--- src/rtl/keypad_pkg.sv ---
// Shared types, constants and the row/column to key-code lookup for the keypad scanner.
package keypad_pkg;

  typedef enum logic [1:0] {IDLE, DEBOUNCE, PRESSED, RELEASE} scan_state_t;
  typedef enum logic [1:0] {NONE, SINGLE, MULTI} frame_result_t;

  localparam int NUM_ROWS = 4;
  localparam int NUM_COLS = 3;
  localparam logic [3:0] KEY_STAR = 4'hA;
  localparam logic [3:0] KEY_HASH = 4'hB;

  function automatic logic [3:0] key_code(input logic [1:0] row, input logic [1:0] col);
    logic [3:0] code;
    if (row == 2'd3) begin
      case (col)
        2'd0:    code = KEY_STAR;
        2'd1:    code = 4'd0;
        default: code = KEY_HASH;
      endcase
    end else begin
      code = {2'b00, row} * 4'd3 + {2'b00, col} + 4'd1;
    end
    return code;
  endfunction

endpackage

--- src/rtl/key_sync.sv ---
// Two-flop synchroniser for asynchronous inputs; resets to all-ones (inactive for active-low lines).
module key_sync #(
  parameter int WIDTH = 1
) (
  input  logic             clk,
  input  logic             reset,
  input  logic [WIDTH-1:0] d,
  output logic [WIDTH-1:0] q
);

  logic [WIDTH-1:0] meta_reg;
  logic [WIDTH-1:0] sync_reg;

  always_ff @(posedge clk or posedge reset) begin
    if (reset) begin
      meta_reg <= '1;
      sync_reg <= '1;
    end else begin
      meta_reg <= d;
      sync_reg <= meta_reg;
    end
  end

  assign q = sync_reg;

endmodule

--- src/rtl/keypad_scanner.sv ---
// 4x3 matrix keypad scanner with frame-based debounce and one strobe per press.
// Build option: define KEYPAD_STAR_HASH_EN to emit * as 4'hA and # as 4'hB; otherwise both are ignored.
module keypad_scanner
  import keypad_pkg::*;
#(
  parameter int SCAN_DIV     = 1000,
  parameter int DEBOUNCE_CNT = 4
) (
  input  logic       clk,
  input  logic       reset,
  input  logic [2:0] col_n,
  output logic [3:0] row_n,
  output logic [3:0] key,
  output logic       key_valid,
  output logic       key_held
);

  localparam int DIV_W = $clog2(SCAN_DIV);
  localparam int CNT_W = $clog2(DEBOUNCE_CNT + 1);
  localparam logic [DIV_W-1:0] DIV_LAST   = DIV_W'(SCAN_DIV - 1);
  localparam logic [CNT_W-1:0] CNT_TARGET = CNT_W'(DEBOUNCE_CNT);
`ifdef KEYPAD_STAR_HASH_EN
  localparam logic [11:0] HIT_MASK = 12'hFFF;
`else
  localparam logic [11:0] HIT_MASK = 12'h5FF;
`endif

  logic [NUM_COLS-1:0] col_sync;
  logic [DIV_W-1:0]    div_reg;
  logic [1:0]          row_reg;
  logic [8:0]          hits_reg;
  logic                row_last;
  logic                frame_end;
  logic [11:0]         frame_hits;
  logic [3:0]          hit_count;
  logic [3:0]          hit_code;
  frame_result_t       result;

  scan_state_t      state_reg, state_next;
  logic [CNT_W-1:0] cnt_reg, cnt_next;
  logic [3:0]       cand_reg, cand_next;
  logic [3:0]       key_reg, key_next;
  logic             valid_reg, valid_next;

  key_sync #(.WIDTH(NUM_COLS)) u_col_sync (
    .clk   (clk),
    .reset (reset),
    .d     (col_n),
    .q     (col_sync)
  );

  assign row_last  = (div_reg == DIV_LAST);
  assign frame_end = row_last && (row_reg == 2'd3);

  // Rows 0-2 are latched at the end of their periods; row 3 is read live at frame end.
  always_ff @(posedge clk or posedge reset) begin
    if (reset) begin
      div_reg  <= '0;
      row_reg  <= 2'd0;
      hits_reg <= '0;
    end else if (row_last) begin
      div_reg <= '0;
      row_reg <= row_reg + 2'd1;
      case (row_reg)
        2'd0:    hits_reg[2:0] <= ~col_sync;
        2'd1:    hits_reg[5:3] <= ~col_sync;
        2'd2:    hits_reg[8:6] <= ~col_sync;
        default: ;
      endcase
    end else begin
      div_reg <= div_reg + DIV_W'(1);
    end
  end

  assign row_n      = ~(4'b0001 << row_reg);
  assign frame_hits = {~col_sync, hits_reg} & HIT_MASK;

  always_comb begin
    hit_count = '0;
    hit_code  = '0;
    for (int r = 0; r < NUM_ROWS; r++) begin
      for (int c = 0; c < NUM_COLS; c++) begin
        if (frame_hits[r*NUM_COLS+c]) begin
          hit_count = hit_count + 4'd1;
          hit_code  = key_code(2'(r), 2'(c));
        end
      end
    end
    if (hit_count == 4'd0)      result = NONE;
    else if (hit_count == 4'd1) result = SINGLE;
    else                        result = MULTI;
  end

  always_ff @(posedge clk or posedge reset) begin
    if (reset) begin
      state_reg <= IDLE;
      cnt_reg   <= '0;
      cand_reg  <= '0;
      key_reg   <= '0;
      valid_reg <= 1'b0;
    end else begin
      state_reg <= state_next;
      cnt_reg   <= cnt_next;
      cand_reg  <= cand_next;
      key_reg   <= key_next;
      valid_reg <= valid_next;
    end
  end

  always_comb begin
    state_next = state_reg;
    cnt_next   = cnt_reg;
    cand_next  = cand_reg;
    key_next   = key_reg;
    valid_next = 1'b0;
    if (frame_end) begin
      case (state_reg)
        IDLE: begin
          if (result == SINGLE) begin
            cand_next = hit_code;
            cnt_next  = CNT_W'(1);
            if (DEBOUNCE_CNT == 1) begin
              key_next   = hit_code;
              valid_next = 1'b1;
              state_next = PRESSED;
            end else begin
              state_next = DEBOUNCE;
            end
          end
        end
        DEBOUNCE: begin
          if (result == SINGLE && hit_code == cand_reg) begin
            if (cnt_reg + CNT_W'(1) == CNT_TARGET) begin
              key_next   = cand_reg;
              valid_next = 1'b1;
              state_next = PRESSED;
            end else begin
              cnt_next = cnt_reg + CNT_W'(1);
            end
          end else begin
            state_next = IDLE;
          end
        end
        PRESSED: begin
          if (result == NONE) begin
            cnt_next   = CNT_W'(1);
            state_next = (DEBOUNCE_CNT == 1) ? IDLE : RELEASE;
          end
        end
        RELEASE: begin
          if (result == NONE) begin
            if (cnt_reg + CNT_W'(1) == CNT_TARGET) state_next = IDLE;
            else cnt_next = cnt_reg + CNT_W'(1);
          end else begin
            state_next = PRESSED;
          end
        end
        default: state_next = IDLE;
      endcase
    end
  end

  assign key       = key_reg;
  assign key_valid = valid_reg;
  assign key_held  = (state_reg == PRESSED) || (state_reg == RELEASE);

endmodule

--- config.mk ---
export PLATFORM = sky130hd
export DESIGN_NAME = keypad_scanner
export DESIGN_NICKNAME = d
export VERILOG_FILES = /design/src/rtl/keypad_pkg.sv /design/src/rtl/key_sync.sv /design/src/rtl/keypad_scanner.sv
export SDC_FILE = /design/constraint.sdc
export NUM_CORES = 1
export LEC_CHECK = 0
export ABC_AREA = 1
export CAP_MARGIN = 20
export CORE_MARGIN = 8
export CORE_UTILIZATION = 54
export CTS_CLUSTER_SIZE = 28
export DETAILED_ROUTE_END_ITERATION = 12
export GPL_ROUTABILITY_DRIVEN = 0
export GPL_TIMING_DRIVEN = 0
export PLACE_DENSITY = 0.76
export SETUP_SLACK_MARGIN = 0.02
export SKIP_CTS_REPAIR_TIMING = 1
export SLEW_MARGIN = 15
export SYNTH_ARGS = -nofsm -noshare
export SYNTH_HDL_FRONTEND = slang
export SYNTH_SLANG_ARGS = --single-unit
export TNS_END_PERCENT = 20
--- constraint.sdc ---
create_clock -name clk -period 4.91 [get_ports clk]
set_clock_uncertainty 0.1 [all_clocks]
set_input_delay 0.491 -clock clk [delete_from_list [all_inputs] [get_ports clk]]
set_output_delay 0.491 -clock clk [all_outputs]
set_load 0.01 [all_outputs]
==> results of run 1 <==
## stage by stage
stage	total power, mW	utilization, %
global route	0.593	70.0
floorplan	0.359	-
CTS	0.572	63.4
global placement	0.365	61.5
detailed placement	0.367	61.9
finish	0.569	70.0
## report_power, final
part / leakage [nW] / internal, mW / switching [mW]
logic: 1.23 / 0.00700 / 0.0120
clock network: 0.0422 / 0.0997 / 0.106
registers: 0.538 / 0.342 / 0.00162
total: 1.81 / 0.449 / 0.120
## cells in the final DEF, fill, tap and decap left out, types with 9 or more instances in the layout
cell type,count
nand3_2,12
inv_1,56
clkdlybuf4s50_1,14
nand2_4,15
buf_4,14
nand2_2,26
nand3_1,28
ha_1,9
dfrtp_1,35
nor2_1,25
o21ai_0,19
nand2_1,96
## routing by layer
layer / vias to the layer above / part of all wire [%]
li1: 1304 / -
met1: 1172 / 45
met2: 51 / 51
met3: 10 / 3.0
met4: 0 / 1.2
met5: - / 0
## logic make-up after synthesis
| group | Yosys count | share of synthesized area (%) |
|---|---|---|
| adders and majority gates | 17 | 7.42 |
| buffers and inverters | 68 | 8.99 |
| and+or+nand+nor | 224 | 39.5 |
| DFF | 41 | 36.1 |
| AOI/OAI and AO/OA | 37 | 6.55 |
| xor gates and xnor gates | 5 | 1.53 |
## area by class of cell
class / count / area (um^2) / area share [%]
inverters: 66 / 254 / 7.11
well taps: 70 / 87.6 / 2.45
multi-input cells: 283 / 1830 / 51.3
clock buffers: 7 / 76.3 / 2.14
repair buffers: 30 / 277 / 7.74
plain buffers: 2 / 8.76 / 0.245
flip-flops and latches: 41 / 1030 / 28.9
clock inverters: 1 / 5.00 / 0.140
## worst register-to-register path, delay by kind of cell (launching register included)
kind	cells	cell delay [ps]
fa+ha+maj	8	1820
buf+inv	5	280
simple gates	20	2180
xor+xnor	1	210
flops	1	420
compound gates	1	50
## worst max-delay path by stage
stage                   endpoint
finish                    key[2]
global route              key[2]
CTS                 state_reg[1]
detailed placement  state_reg[1]
global placement          key[1]
floorplan                 key[1]
==> reports/qor.csv, run 1 <==
metric,value,unit
status,"finished, violations left",
failed_checks,setup timing,
yosysTopAreaCellShare,30.6,%
hp-class,reg -> reg,
finalHoldWorstSlack,259,ps
setup_ws,-272,ps
core_area,5110,um^2
syn_inst,392,
hold_viol_final,0,
grt_pass1_vias,2372,
io_buffers,14,
grtUsageMet1,20.1,%
setup_viol,14,
r2r_setup_slack,-270,ps
ant_nets,0,
rr_worst_depth,35,
final-max-slew-violation-count,0,
synth_commonest_cells,"nand2_1, inv_1, dfrtp_1, nand3_1, nor2_1",
vias_per_cell,5.07,
drt_iter0_markers,91,
fp.dieW,88.9,um
path_clk_slew,70,ps
synth.most_common_cell,nand2_1,
yosysTopAreaCell,dfrtp_1,
cpMaxStageDelayCell,dfrtp_1,
dpl.hpwl,4270,um
cts_sinks,41,
drc,0,
synth_edf_count,0,
cp_slowest_stage_delay,420,ps
clk_latency,290,ps
grt.busiest_layer,met2,
worst-slew-pin-transition,783,ps
die-area,7900,um^2
ys_seq_area_share,36.1,%
max_freq,0.193,GHz
grt_pass1_wl,9960,um
drive_gt1_share,27.0,%
cp_top_family,simple AND/OR/NAND/NOR gates,
clockBufferDepth,2,
post-place-ws,-477,ps
cts_root_buffer,clkbuf_8,
syn_to_final_growth,24.7,%
cp.required,4990,ps
use_met2,25.7,%
path_max_fanout,8,
synthFlopType,dfrtp_1,
largest_reg_flops,10,
hold_start,u_col_sync.meta_reg[2],
r2r-start,hits_reg[1],
fin_crit,5180,ps
crit_arrival,5260,ps
rr_endpoint,key[2],
grt_use_total,15.5,%
grt_overflow,0,
fin_area,3570,um^2
slew_headroom,47.3,%
p_per_area,159,nW/um^2
finalNonFillerCells,500,
drv_cap,0,
fin_nets,451,
dr.pass1.iters,4,
crit_buf_inv,5,
rows,26,
syn_nets,414,
use_met3,2.88,%
syn_area,2870,um^2
fin_crit_sh,106,%
rsz0062_at_grt,yes,
post-place-cells,477,
hold_path_depth,0,
vias,2537,
routed_wirelength,6180,um
cts_tree,done,
synth_area_per_cell,7.31,um^2
io_pins,15,
setup-tns-final,-2920,ps
hold_path_end,u_col_sync.q[2],
synthTopCellsByArea,"dfrtp_1, nand2_1, inv_1",
yosysWarnings,0,
async_reset_ff_share,100,%
cts.htree.levels,2,
grt_max_degree,38,
p_leak,1.81,nW
fillers,401,
cp.depth,35,
startpoint,hits_reg[1],
synth.distinct_cells,29,
crit_path_end_kind,flip-flop,
antenna_found_initial,0,
wl_per_cell,12.4,um
ys_ff_latch,41,
n_antenna_cell,0,
start_util,56.1,%
die_h,88.9,um
postPlaceCellArea,3160,um^2
start_kind,flip-flop,
path_class,reg -> reg,
cts-buffers-inserted,5,
worst_ir_drop_vdd,0.189,mV
Note: power is estimated with default switching activity, not from simulation.
==> run 2, diff against run 1 <==
--- a/config.mk
+++ b/config.mk
@@ -7,6 +7,7 @@
 export LEC_CHECK = 0
 export ABC_AREA = 1
 export CAP_MARGIN = 20
+export CORE_ASPECT_RATIO = 0.5
 export CORE_MARGIN = 8
 export CORE_UTILIZATION = 54
 export CTS_CLUSTER_SIZE = 28
==> run 2 against run 1 <==
  * The run still ends with setup timing left
  * Clock power increased by 39%
  * Hold slack about the same
  * Power increased by 14%
  * Critical path type unchanged
  * Largest power group unchanged
  * Non-clock buffer count decreased by 5
  * Combinational power decreased by 4%
  * Critical endpoint unchanged
  * Maximum frequency increased by 0.86%
  * Largest cell class unchanged
==> reports/qor.csv, run 2 (synthesis results as in run 1) <==
metric,value,unit,change
power,0.648,mW,was 0.569 mW
largest_reg_flops,10,,unchanged
r2r-start,hits_reg[1],,unchanged
worst_ir_drop_vdd,0.179,mV,was 0.189 mV
final-max-slew-violation-count,0,,unchanged
mostFrequentLayoutCells,"nand2_1, inv_1, dfrtp_1",,unchanged
seq_area,1030,um^2,unchanged
hold_path_end,u_col_sync.q[0],,was u_col_sync.q[2]
p_per_area,182,nW/um^2,was 159 nW/um^2
fp.dieW,119,um,was 88.9 um
cp_slowest_stage_delay,410,ps,was 420 ps
start_util,57.1,%,was 56.1%
io_buffers,14,,unchanged
cpMaxStageDelayCell,dfrtp_1,,unchanged
syn_to_final_growth,24.3,%,was 24.7%
routed_wirelength,6030,um,was 6180 um
r2r_setup_slack,-230,ps,was -270 ps
dpl.hpwl,4360,um,was 4270 um
core_area,5020,um^2,was 5110 um^2
path_clk_slew,80,ps,was 70 ps
fillers,389,,was 401
crit_arrival,5230,ps,was 5260 ps
antenna_found_initial,0,,unchanged
status,"finished, violations left",,unchanged
hold_start,u_col_sync.meta_reg[0],,was u_col_sync.meta_reg[2]
drv_cap,0,,unchanged
ant_nets,0,,unchanged
die-area,8040,um^2,was 7900 um^2
cp_top_family,simple AND/OR/NAND/NOR gates,,unchanged
slew_headroom,58.3,%,was 47.3%
crit_buf_inv,5,,unchanged
post-place-ws,-472,ps,was -477 ps
clk_latency,300,ps,was 290 ps
grt_use_total,14.5,%,was 15.5%
worst-slew-pin-transition,619,ps,was 783 ps
vias_per_cell,5.11,,was 5.07
rows,18,,was 26
n_antenna_cell,0,,unchanged
fin_crit,5140,ps,was 5180 ps
drt_iter0_markers,126,,was 91
fin_crit_sh,105,%,was 106%
die_h,67.5,um,was 88.9 um
cts_tree,done,,unchanged
path_class,reg -> reg,,unchanged
cts.htree.levels,2,,unchanged
max_freq,0.195,GHz,was 0.193 GHz
layout_commonest_cell,nand2_1,,unchanged
utilization,71.0,%,was 70.0%
grt_overflow,0,,unchanged
path_max_fanout,8,,unchanged
cp.depth,35,,unchanged
drive_gt1_share,26.6,%,was 27.0%
multi_input_area,1820,um^2,was 1830 um^2
cts-buffers-inserted,5,,unchanged
wl_per_cell,12.2,um,was 12.4 um
hold_viol_final,0,,unchanged
finalHoldWorstSlack,259,ps,about the same
fin_nets,446,,was 451
drc,0,,unchanged
setup-tns-final,-2220,ps,was -2920 ps
rsz0062_at_grt,yes,,unchanged
setup_ws,-228,ps,was -272 ps
start_kind,flip-flop,,unchanged
rr_worst_depth,35,,unchanged
grt_max_degree,35,,was 38
hp-class,reg -> reg,,unchanged
io_pins,15,,unchanged
grt_pass1_vias,2327,,was 2372
clockBufferDepth,2,,unchanged
hold_path_depth,0,,unchanged
vias,2528,,was 2537
cp.required,5000,ps,was 4990 ps
rr_endpoint,key[2],,unchanged
cts_sinks,41,,unchanged
failed_checks,setup timing,,unchanged
dr.pass1.iters,4,,unchanged
grt_pass1_wl,9600,um,was 9960 um
setup_viol,14,,unchanged
crit_path_end_kind,flip-flop,,unchanged
p_leak,1.78,nW,was 1.81 nW
cts_root_buffer,clkbuf_8,,unchanged
==> run 2: worst reg2reg max path: cells and delay by family (launching register included) <==
family,cells,cell delay (ps)
buf+inv,5,260
fa+ha+maj,8,1870
simple gates,20,2130
xor+xnor,1,200
compound gates,1,60
flops,1,410
==> run 2: power breakdown <==
part / switching, mW / total, mW / internal, mW
clock: 0.121 / 0.286 / 0.165
combinational: 0.0117 / 0.0183 / 0.00656
sequential: 0.00154 / 0.343 / 0.342
total: 0.134 / 0.648 / 0.514
==> run 2: final cells by class <==
| type | count | share of cell area (%) |
|---|---|---|
| inverters | 66 | 7.13 |
| clock inverters | 2 | 1.05 |
| flip-flops and latches | 41 | 29.0 |
| well taps | 70 | 2.46 |
| clock buffers | 6 | 2.32 |
| multi-input cells | 283 | 51.2 |
| repair buffers | 25 | 6.60 |
| plain buffers | 2 | 0.246 |
==> run 2: how the worst max path moves through the flow <==
stage,start,end
floorplan,hits_reg[0],key[1]
finish,hits_reg[1],key[2]
CTS,hits_reg[1],key[1]
global placement,hits_reg[1],key[1]
detailed placement,hits_reg[1],state_reg[0]
global route,hits_reg[1],key[2]
==> run 2: routing by layer <==
metal	track usage, %	up-vias	share of wire [%]
li1	-	1300	-
met1	16.6	1189	45
met2	26.4	30	50
met3	3.99	9	2.9
met4	4.84	0	1.4
met5	0	-	0
==> run 2: stage by stage <==
stage                     cells  area [um^2]
after floorplan             392         2910
after global placement      476         3140
after detailed placement    477         3160
after CTS                   485         3280
after global routing        495         3560
final                       495         3560
==> run 3, diff against run 2 <==
--- a/config.mk
+++ b/config.mk
@@ -8,7 +8,6 @@
 export ABC_AREA = 1
 export CAP_MARGIN = 20
 export CORE_ASPECT_RATIO = 0.5
-export CORE_MARGIN = 8
 export CORE_UTILIZATION = 54
 export CTS_CLUSTER_SIZE = 28
 export DETAILED_ROUTE_END_ITERATION = 12
==> run 3 against run 2 <==
  * Non-clock buffer count increased by 7
  * Maximum frequency barely moved
  * Highest routed layer unchanged
  * The flow still finishes with violations (setup timing)
  * Die area decreased by 30%
  * Sequential power about the same
  * Critical path depth stayed put
  * Largest power group unchanged
  * Flip-flop and latch count stayed put
  * Critical path type unchanged
  * Hold slack improved by 0.51 ps
==> reports/qor.csv, run 3 (synthesis results as in run 1) <==
metric,value,unit,change
postPlaceCellArea,3160,um^2,unchanged
status,"finished, violations left",,unchanged
comb_power_share,3.0,%,was 2.8%
cts_root_buffer,clkbuf_8,,unchanged
switching_power,0.135,mW,was 0.134 mW
cpMaxStageDelayCell,dfrtp_1,,unchanged
grt_use_total,22.5,%,was 14.5%
grt_pass1_wl,9850,um,was 9600 um
cts_sinks,41,,unchanged
drt_iter0_markers,124,,was 126
p_leak,1.84,nW,was 1.78 nW
die_h,53.5,um,was 67.5 um
dr.pass1.iters,5,,was 4
cts_tree,done,,unchanged
worst_ir_drop_vdd,0.189,mV,was 0.179 mV
p_clk_share,47.0,%,was 44.2%
setup_ws,-230,ps,was -228 ps
n_antenna_cell,0,,unchanged
path_class,reg -> reg,,unchanged
path_clk_slew,80,ps,about the same
die-area,5620,um^2,was 8040 um^2
routed_wirelength,6420,um,was 6030 um
wl_per_cell,12.8,um,was 12.2 um
cp_slowest_stage_delay,420,ps,was 410 ps
clockBufferDepth,2,,unchanged
largest_reg_flops,10,,unchanged
grt_overflow,0,,unchanged
slew_headroom,57.7,%,was 58.3%
p_per_area,188,nW/um^2,was 182 nW/um^2
swShare,19.6,%,was 20.7%
antenna_found_initial,0,,unchanged
io_buffers,14,,unchanged
grtUsageMet1,27.4,%,was 16.6%
worst-slew-pin-transition,628,ps,was 619 ps
grt_max_degree,35,,unchanged
grt_pass1_vias,2315,,was 2327
path_max_fanout,8,,unchanged
drv_cap,0,,unchanged
final-max-slew-violation-count,0,,unchanged
crit_path_end_kind,flip-flop,,unchanged
hp-class,reg -> reg,,unchanged
power,0.686,mW,was 0.648 mW
max_freq,0.195,GHz,about the same
ant_nets,0,,unchanged
finalNonFillerCells,502,,was 495
start_kind,flip-flop,,unchanged
start_util,57.1,%,unchanged
utilization,72.6,%,was 71.0%
dpl.hpwl,4380,um,was 4360 um
use_met3,3.69,%,was 3.99%
fin_area,3650,um^2,was 3560 um^2
crit_top_cell,ha_4,,
fin_crit,5140,ps,about the same
setup-tns-final,-2270,ps,was -2220 ps
fin_crit_sh,105,%,about the same
p_int,0.551,mW,was 0.514 mW
clk_latency,300,ps,about the same
crit_arrival,5220,ps,was 5230 ps
drive_gt1_share,28.5,%,was 26.6%
hold_viol_final,0,,unchanged
use_met2,41.8,%,was 26.4%
vias,2610,,was 2528
core_area,5020,um^2,unchanged
grt.busiest_layer,met2,,unchanged
cts-buffers-inserted,5,,unchanged
vias_per_cell,5.20,,was 5.11
post-place-cells,477,,unchanged
fin_nets,453,,was 446
syn_to_final_growth,27.2,%,was 24.3%
pwr-share-seq,50.1,%,was 53.0%
rsz0062_at_grt,yes,,unchanged
io_pins,15,,unchanged
fp.dieW,105,um,was 119 um
failed_checks,setup timing,,unchanged
setup_viol,14,,unchanged
drc,0,,unchanged
layout_commonest_cell,nand2_1,,unchanged
rows,18,,unchanged
cts.htree.levels,2,,unchanged
mostFrequentLayoutCells,"nand2_1, inv_1, dfrtp_1",,unchanged
cp.required,4990,ps,was 5000 ps
run 3: cell count changes in the layout (fill, tap and decap cells not counted), moves of 2 or more:
| cell | before | now |
|---|---|---|
| nand2_2 | 26 | 29 |
| nand2_1 | 96 | 94 |
| nand3_1 | 30 | 28 |
| buf_4 | 10 | 17 |
| nand3_2 | 10 | 12 |
run 3: cell type report:
| type | instances | area, um^2 |
|---|---|---|
| Multi-Input combinational cell | 283 | 1840 |
| Fill cell | 372 | 1380 |
| Sequential cell | 41 | 1030 |
| Timing Repair Buffer | 32 | 288 |
| Inverter | 66 | 251 |
| Tap cell | 70 | 87.6 |
| Clock buffer | 5 | 68.8 |
| Clock inverter | 3 | 65.1 |
| Buffer | 2 | 8.76 |
run 3: final timing paths:
check,cells after the start,to,slack [ps],startpoint
setup reg to reg,35,key[3],-230,hits_reg[1]
hold reg to reg,0,u_col_sync.q[0],260,u_col_sync.meta_reg[0]
setup / recovery,35,key[3],-230,hits_reg[1]
hold / removal,0,u_col_sync.q[0],260,u_col_sync.meta_reg[0]
max in group asynchronous,3,u_col_sync.q[2],3890,reset
min in group asynchronous,2,key[0],310,reset
run 3: power by group through the flow:
stage          logic (mW)  registers, mW  clock network (mW)
2_1_floorplan     0.00933          0.349                   0
3_3_place_gp       0.0149          0.350                   0
3_5_place_dp       0.0175          0.350                   0
4_1_cts            0.0177          0.343               0.329
5_1_grt            0.0228          0.344               0.342
6_report           0.0203          0.343               0.322
run 3: layer usage:
layer / share of wire (%) / vias to the layer above
met5: 0 / -
met4: 1.5 / 0
met3: 2.7 / 12
met2: 51 / 59
met1: 45 / 1229
li1: - / 1310
run 3: critical path: cells and delay by family (launching register included):
family | cells | cell delay, ps
xor+xnor | 1 | 190
fa+ha+maj | 8 | 1850
buf+inv | 5 | 270
flops | 1 | 420
simple gates | 21 | 2140
run 3: through the flow:
stage          hold WS (ps)  setup slack [ps]
6_report                259              -230
5_1_grt                 268              -472
4_1_cts                 261              -551
3_5_place_dp            249              -502
3_3_place_gp            246              -381
2_1_floorplan           245             -46.8
